$ cat src/rtl/lfsr_box_sel_if.sv
// lfsr_box_sel_if
//   Groups the control and result signals of lfsr_box_sel into one bundle.
//   master: drives enable, seed_load, seed and req; observes the results.
//   slave : the selector itself; observes controls, drives busy, valid,
//           box, fallback and lfsr_state.
// Parameters
//   WIDTH : LFSR width (must match the selector's WIDTH)
//   K     : box index width, clog2(NUM_BOXES) of the selector
interface lfsr_box_sel_if #(
  parameter int WIDTH = 8,
  parameter int K     = 2
);
  logic             enable;
  logic             seed_load;
  logic [WIDTH-1:0] seed;
  logic             req;
  logic             busy;
  logic             valid;
  logic [K-1:0]     box;
  logic             fallback;
  logic [WIDTH-1:0] lfsr_state;

  modport master (
    output enable, seed_load, seed, req,
    input  busy, valid, box, fallback, lfsr_state
  );

  modport slave (
    input  enable, seed_load, seed, req,
    output busy, valid, box, fallback, lfsr_state
  );
endinterface

$ cat src/rtl/lfsr_box_sel.sv
// lfsr_box_sel
//   Picks one of NUM_BOXES boxes using a Fibonacci-style LFSR. A draw
//   samples the low K bits of the LFSR once per cycle, rejecting values
//   that are out of range or (optionally) repeat the previous result, and
//   falls back to "previous box + 1" after MAX_TRIES rejects.
// Ports
//   clk    : system clock, rising edge
//   reset  : synchronous, active-high
//   bus    : lfsr_box_sel_if.slave
//            enable     in  free-run LFSR step enable while idle
//            seed_load  in  load seed this edge (zero seed loads 1)
//            seed       in  seed value
//            req        in  draw request, only sampled in IDLE
//            busy       out high while a draw is in progress
//            valid      out one-cycle pulse with a new result
//            box        out selected box, held between draws
//            fallback   out set with valid when the fallback rule produced box
//            lfsr_state out current LFSR register
module lfsr_box_sel #(
  parameter int               WIDTH     = 8,
  parameter logic [WIDTH-1:0] TAPS      = 8'hB8,
  parameter int               NUM_BOXES = 4,
  parameter int               NO_REPEAT = 1,
  parameter int               MAX_TRIES = 16
) (
  input  logic           clk,
  input  logic           reset,
  lfsr_box_sel_if.slave  bus
);

  localparam int K  = (NUM_BOXES > 1) ? $clog2(NUM_BOXES) : 1;
  localparam int TW = $clog2(MAX_TRIES + 1);

  // NUM_BOXES can equal 2^K, so range checks use one extra bit.
  localparam logic [K:0]    NUM_W    = (K+1)'(NUM_BOXES);
  localparam logic [K-1:0]  LAST_IDX = K'(NUM_BOXES - 1);
  localparam logic [TW-1:0] TRIES_W  = TW'(MAX_TRIES);

  typedef enum logic {
    IDLE,
    DRAW
  } state_t;

  state_t           state_reg,    state_next;
  logic [WIDTH-1:0] lfsr_reg,     lfsr_next;
  logic [TW-1:0]    try_reg,      try_next;
  logic [K-1:0]     box_reg,      box_next;
  logic [K-1:0]     last_box_reg, last_box_next;
  logic             prior_reg,    prior_next;
  logic             valid_reg,    valid_next;
  logic             fallback_reg, fallback_next;

  // Feedback: XOR of the tapped register bits.
  logic [WIDTH-1:0] tap_terms;
  for (genvar gi = 0; gi < WIDTH; gi++) begin : g_tap
    assign tap_terms[gi] = lfsr_reg[gi] & TAPS[gi];
  end

  logic             fb;
  logic [WIDTH-1:0] lfsr_stepped;
  logic [K-1:0]     cand;
  logic             in_range;
  logic             repeat_hit;
  logic             accept;
  logic [TW-1:0]    try_inc;
  logic             exhausted;
  logic [K-1:0]     wrap_box;
  logic             busy_int;

  assign fb           = ^tap_terms;
  assign lfsr_stepped = {lfsr_reg[WIDTH-2:0], fb};
  assign cand         = lfsr_reg[K-1:0];
  assign in_range     = ({1'b0, cand} < NUM_W);
  // Repeat suppression only applies once a result exists since reset.
  assign repeat_hit   = (NO_REPEAT != 0) && prior_reg && (cand == last_box_reg);
  assign accept       = in_range && !repeat_hit;
  assign try_inc      = try_reg + 1'b1;
  assign exhausted    = (try_inc == TRIES_W);
  assign wrap_box     = (last_box_reg == LAST_IDX) ? '0 : last_box_reg + 1'b1;
  assign busy_int     = (state_reg == DRAW);

  always_comb begin
    state_next    = state_reg;
    lfsr_next     = lfsr_reg;
    try_next      = try_reg;
    box_next      = box_reg;
    last_box_next = last_box_reg;
    prior_next    = prior_reg;
    valid_next    = 1'b0;
    fallback_next = 1'b0;

    // Seed load wins over stepping; all-zero would lock the LFSR up.
    if (bus.seed_load) begin
      lfsr_next = (bus.seed == '0) ? WIDTH'(1) : bus.seed;
    end else if (bus.enable || busy_int) begin
      lfsr_next = lfsr_stepped;
    end

    case (state_reg)
      IDLE: begin
        if (bus.req) begin
          state_next = DRAW;
          try_next   = '0;
        end
      end
      DRAW: begin
        if (accept) begin
          box_next      = cand;
          last_box_next = cand;
          prior_next    = 1'b1;
          valid_next    = 1'b1;
          state_next    = IDLE;
        end else if (exhausted) begin
          // Fallback result also becomes the reference for the next
          // no-repeat decision, so consecutive results always differ.
          box_next      = wrap_box;
          last_box_next = wrap_box;
          prior_next    = 1'b1;
          valid_next    = 1'b1;
          fallback_next = 1'b1;
          try_next      = '0;
          state_next    = IDLE;
        end else begin
          try_next = try_inc;
        end
      end
      default: state_next = IDLE;
    endcase
  end

  always_ff @(posedge clk) begin
    if (reset) begin
      state_reg    <= IDLE;
      lfsr_reg     <= WIDTH'(1);
      try_reg      <= '0;
      box_reg      <= '0;
      last_box_reg <= '0;
      prior_reg    <= 1'b0;
      valid_reg    <= 1'b0;
      fallback_reg <= 1'b0;
    end else begin
      state_reg    <= state_next;
      lfsr_reg     <= lfsr_next;
      try_reg      <= try_next;
      box_reg      <= box_next;
      last_box_reg <= last_box_next;
      prior_reg    <= prior_next;
      valid_reg    <= valid_next;
      fallback_reg <= fallback_next;
    end
  end

  assign bus.busy       = busy_int;
  assign bus.valid      = valid_reg;
  assign bus.box        = box_reg;
  assign bus.fallback   = fallback_reg;
  assign bus.lfsr_state = lfsr_reg;

endmodule

$ cat src/flat_wrapper.sv
// flat-port wrapper written by rule: the top's interface ports become plain ports
module lfsr_box_sel_flat 
#(
  parameter int               WIDTH     = 8,
  parameter logic [WIDTH-1:0] TAPS      = 8'hB8,
  parameter int               NUM_BOXES = 4,
  parameter int               NO_REPEAT = 1,
  parameter int               MAX_TRIES = 16
)
  (clk, reset, bus_enable, bus_seed_load, bus_seed, bus_req, bus_busy, bus_valid, bus_box, bus_fallback, bus_lfsr_state);
  lfsr_box_sel_if #(.WIDTH(WIDTH), .K(2)) bus_i ();
  input  logic clk;
  input  logic reset;
  input wire logic [$bits(bus_i.enable)-1:0] bus_enable;
  input wire logic [$bits(bus_i.seed_load)-1:0] bus_seed_load;
  input wire logic [$bits(bus_i.seed)-1:0] bus_seed;
  input wire logic [$bits(bus_i.req)-1:0] bus_req;
  output wire logic [$bits(bus_i.busy)-1:0] bus_busy;
  output wire logic [$bits(bus_i.valid)-1:0] bus_valid;
  output wire logic [$bits(bus_i.box)-1:0] bus_box;
  output wire logic [$bits(bus_i.fallback)-1:0] bus_fallback;
  output wire logic [$bits(bus_i.lfsr_state)-1:0] bus_lfsr_state;
  assign bus_i.enable = bus_enable;
  assign bus_i.seed_load = bus_seed_load;
  assign bus_i.seed = bus_seed;
  assign bus_i.req = bus_req;
  assign bus_busy = bus_i.busy;
  assign bus_valid = bus_i.valid;
  assign bus_box = bus_i.box;
  assign bus_fallback = bus_i.fallback;
  assign bus_lfsr_state = bus_i.lfsr_state;
  lfsr_box_sel #(.WIDTH(WIDTH), .TAPS(TAPS), .NUM_BOXES(NUM_BOXES), .NO_REPEAT(NO_REPEAT), .MAX_TRIES(MAX_TRIES)) u_core (.clk(clk), .reset(reset), .bus(bus_i));
endmodule
$ cat config.mk
export PLATFORM = sky130hd
export DESIGN_NAME = lfsr_box_sel_flat
export DESIGN_NICKNAME = d
export VERILOG_FILES = /design/src/rtl/lfsr_box_sel_if.sv /design/src/rtl/lfsr_box_sel.sv /design/src/flat_wrapper.sv
export SDC_FILE = /design/constraint.sdc
export NUM_CORES = 1
export LEC_CHECK = 0
export BUFFER_PORTS_ARGS = -buffer_cell sky130_fd_sc_hd__buf_2
export CAP_MARGIN = 20
export CORE_AREA = 2 2 54 44
export DETAILED_ROUTE_END_ITERATION = 8
export DIE_AREA = 0 0 56 46
export GPL_TIMING_DRIVEN = 0
export PLACE_DENSITY = 0.73
export SYNTH_ARGS = -nofsm -noshare
export SYNTH_HDL_FRONTEND = slang
export SYNTH_SLANG_ARGS = --single-unit
$ cat constraint.sdc
create_clock -name clk -period 3.25 [get_ports clk]
set_input_delay 0 -clock clk [delete_from_list [all_inputs] [get_ports clk]]
set_output_delay 0 -clock clk [all_outputs]
set_load 0.005 [all_outputs]
==> flow_metrics.py <==
metrics = {
    "pwr": {
        "powerDensity_nw_per_um2": 413,
        "peakVddDrop_mv": 0.275,
        "p_leak_nw": 0.491,
    },
    "placed_design": {
        "port_buffers": 23,
        "gp_congestion": 0.769,
        "dpl.hpwl_mm": 1.66,
        "place_area_sq_um": 1110,
    },
    "timing": {
        "hold_viol_final": 0,
        "slew_viol_final": 0,
        "fin_skew_ns": 0.0128,
        "maxSlewHeadroom_pct": 64.6,
        "finalSetupTns_ns": 0,
        "min_period_ns": 1.75,
        "fmax_ghz": 0.571,
        "setup_viol": 0,
        "tightest_slew_ns": 0.531,
        "period_share_pct": 53.9,
        "grt_setup_unrepaired": "no",
    },
    "finish": {
        "layout_commonest_cell": "buf_2",
        "largest_reg_flops": 8,
        "mostFrequentLayoutCells": "buf_2 (25), dfxtp_1 (19), nor2_1 (12)",
        "areaGrowthSynthToFinish_pct": 18.0,
        "design_area_sq_um": 1140,
        "drive_gt1_share_pct": 23.4,
        "nets": 153,
        "n_antenna_cell": 0,
    },
    "floorplan": {
        "ios": 26,
        "die_area_sq_um": 2580,
        "fp.dieW_um": 56,
        "core_area_sq_um": 2100,
        "die_y_um": 46,
        "num_rows": 15,
        "start_util_pct": 46.0,
    },
    "setup_path": {
        "timing.rr.start": "u_core.bus.box[0]",
        "cp-end-kind": "register",
        "timing.rr.end": "u_core.try_reg[3]",
        "r2r_slack_ns": 1.50,
        "path_class": "register to register",
        "cp_max_fo": 8,
        "crit_required_ns": 3.48,
        "worst-endpoint-arrival_ns": 1.98,
        "reg2regPathDepth": 4,
        "startpoint_type": "register",
    },
    "synth": {
        "synthFlopType": "dfxtp_1",
        "syn_area_sq_um": 966,
        "async_reset_ff_share_pct": 0,
        "synth_area_leader_cell": "dfxtp_1",
        "ys_ff_latch": 19,
        "synth_cells": 110,
        "yosysWarningCount": 0,
        "avgSynthCellArea_sq_um": 8.78,
        "yosysTopAreaCellShare_pct": 39.4,
        "synth_nets": 125,
        "ys_types": 32,
        "ys_seq_area_share_pct": 39.4,
        "synthTopCellsByArea": "dfxtp_1 (39%), mux2i_1 (7.3%), a211oi_1 (5.4%)",
        "synth_edf_count": 0,
    },
    "cts": {
        "clock_sinks": 19,
        "ctsLongestPathBuffers": 2,
        "cts-root-buf": "clkbuf_4",
        "path_clk_slew_ns": 0.12,
        "cts_resized": 0,
        "numCtsBuffers": 3,
        "insertion_delay_ns": 0.31,
        "cts_setup_buffers": 0,
        "tritoncts": "done",
        "htree_levels": 1,
        "cts_hold_buffers": 0,
    },
    "hold_path": {
        "min_from": "bus_req",
        "holdPathEnd": "u_core.bus.busy",
        "hold_path.class": "input pin to register",
        "hold_path_depth": 3,
    },
    "route": {
        "firstDrtPassIters": 4,
        "drtIter0Drc": 40,
        "vias_per_cell": 5.80,
        "via_count": 939,
        "antenna_left": 0,
        "wl_per_cell_um": 13.7,
        "drc": 0,
        "routed_wl_mm": 2.22,
    },
    "status": {
        "status": "complete, no violations",
    },
    "grt": {
        "grt_max_degree": 12,
        "grt_util_all_layers_pct": 18.5,
        "met2_usage_pct": 31.5,
        "met1_usage_pct": 23.1,
        "grt_pass1_wl_mm": 3.62,
        "overflow": 0,
        "busiest_layer": "met2",
        "grt_use_met3_pct": 6.25,
        "antenna_found_initial": 0,
        "grt_pass1_vias": 801,
    },
    "job": {
        "cap_violations": 0,
    },
}
power by group:
| group | switching [W] | internal, W |
|---|---|---|
| Sequential | 0.0000167 | 0.000246 |
| Clock | 0.0000775 | 0.0000459 |
| Combinational | 0.0000444 | 0.0000396 |
| Total | 0.000139 | 0.000332 |
layer usage:
layer,vias up,part of all wire (%)
li1,465,-
met1,431,44
met2,38,48
met3,5,6.7
met4,0,0.81
met5,-,0
stage by stage:
stage / std cells / util (%) / worst slack [ns] / hold slack, ns / power, W
floorplan: 110 / - / 1.74 / 0.200 / 0.000319
global placement: 158 / 52.9 / 1.63 / 0.351 / 0.000349
detailed placement: 158 / 52.9 / 1.56 / 0.362 / 0.000351
CTS: 162 / 54.2 / 1.52 / 0.0209 / 0.000472
global route: 162 / 54.2 / 1.34 / 0.0363 / 0.000495
finish: 162 / 54.2 / 1.50 / 0.0305 / 0.000470
cell families (layout without fill, tap and decap cells):
logic type                 after synthesis  after routing  share of synthesized area, %
AOI/OAI and AO/OA                       30             30                          21.8
xor gates and xnor gates                 5              5                          4.53
adders and majority gates                2              2                          2.59
DFF                                     19             19                          39.4
muxes                                    8              8                          8.81
and+or+nand+nor                         36             36                          18.8
buffers and inverters                   10             37                          4.15
worst max-delay path, cell delays in order (launching register included):
cell and delay [ns]:
dfxtp_1 0.37, xnor2_1 0.35, nand4_1 0.36, or3_1 0.45, a21oi_1 0.14
final cells by class:
class	instances	area, sq um
Clock inverter	1	5.00
Tap cell	25	31.3
Fill cell	187	962
Timing Repair Buffer	23	115
Clock buffer	3	22.5
Inverter	5	18.8
Buffer	5	21.3
Multi-Input combinational cell	81	546
Sequential cell	19	380
cell usage after synthesis, types with 3 or more instances:
library cell,instances
a31o_1,3
inv_1,5
a31oi_1,3
a211oi_1,7
nand2_1,9
dfxtp_1,19
o211ai_1,4
nor2_1,12
mux2i_1,7
xnor2_1,4
a21oi_1,6
or3_1,4
worst max path at each step:
stage                            from                 to  slack [ns]  cells after the start
floorplan           u_core.try_reg[4]  u_core.try_reg[0]        1.74                      5
global placement    u_core.bus.box[1]  u_core.try_reg[3]        1.63                      4
detailed placement  u_core.bus.box[1]  u_core.try_reg[3]        1.56                      4
CTS                 u_core.bus.box[1]  u_core.try_reg[3]        1.52                      4
global route        u_core.bus.box[1]  u_core.try_reg[2]        1.34                      4
finish              u_core.bus.box[0]  u_core.try_reg[3]        1.50                      4
Power figures use the tool's default switching activity.
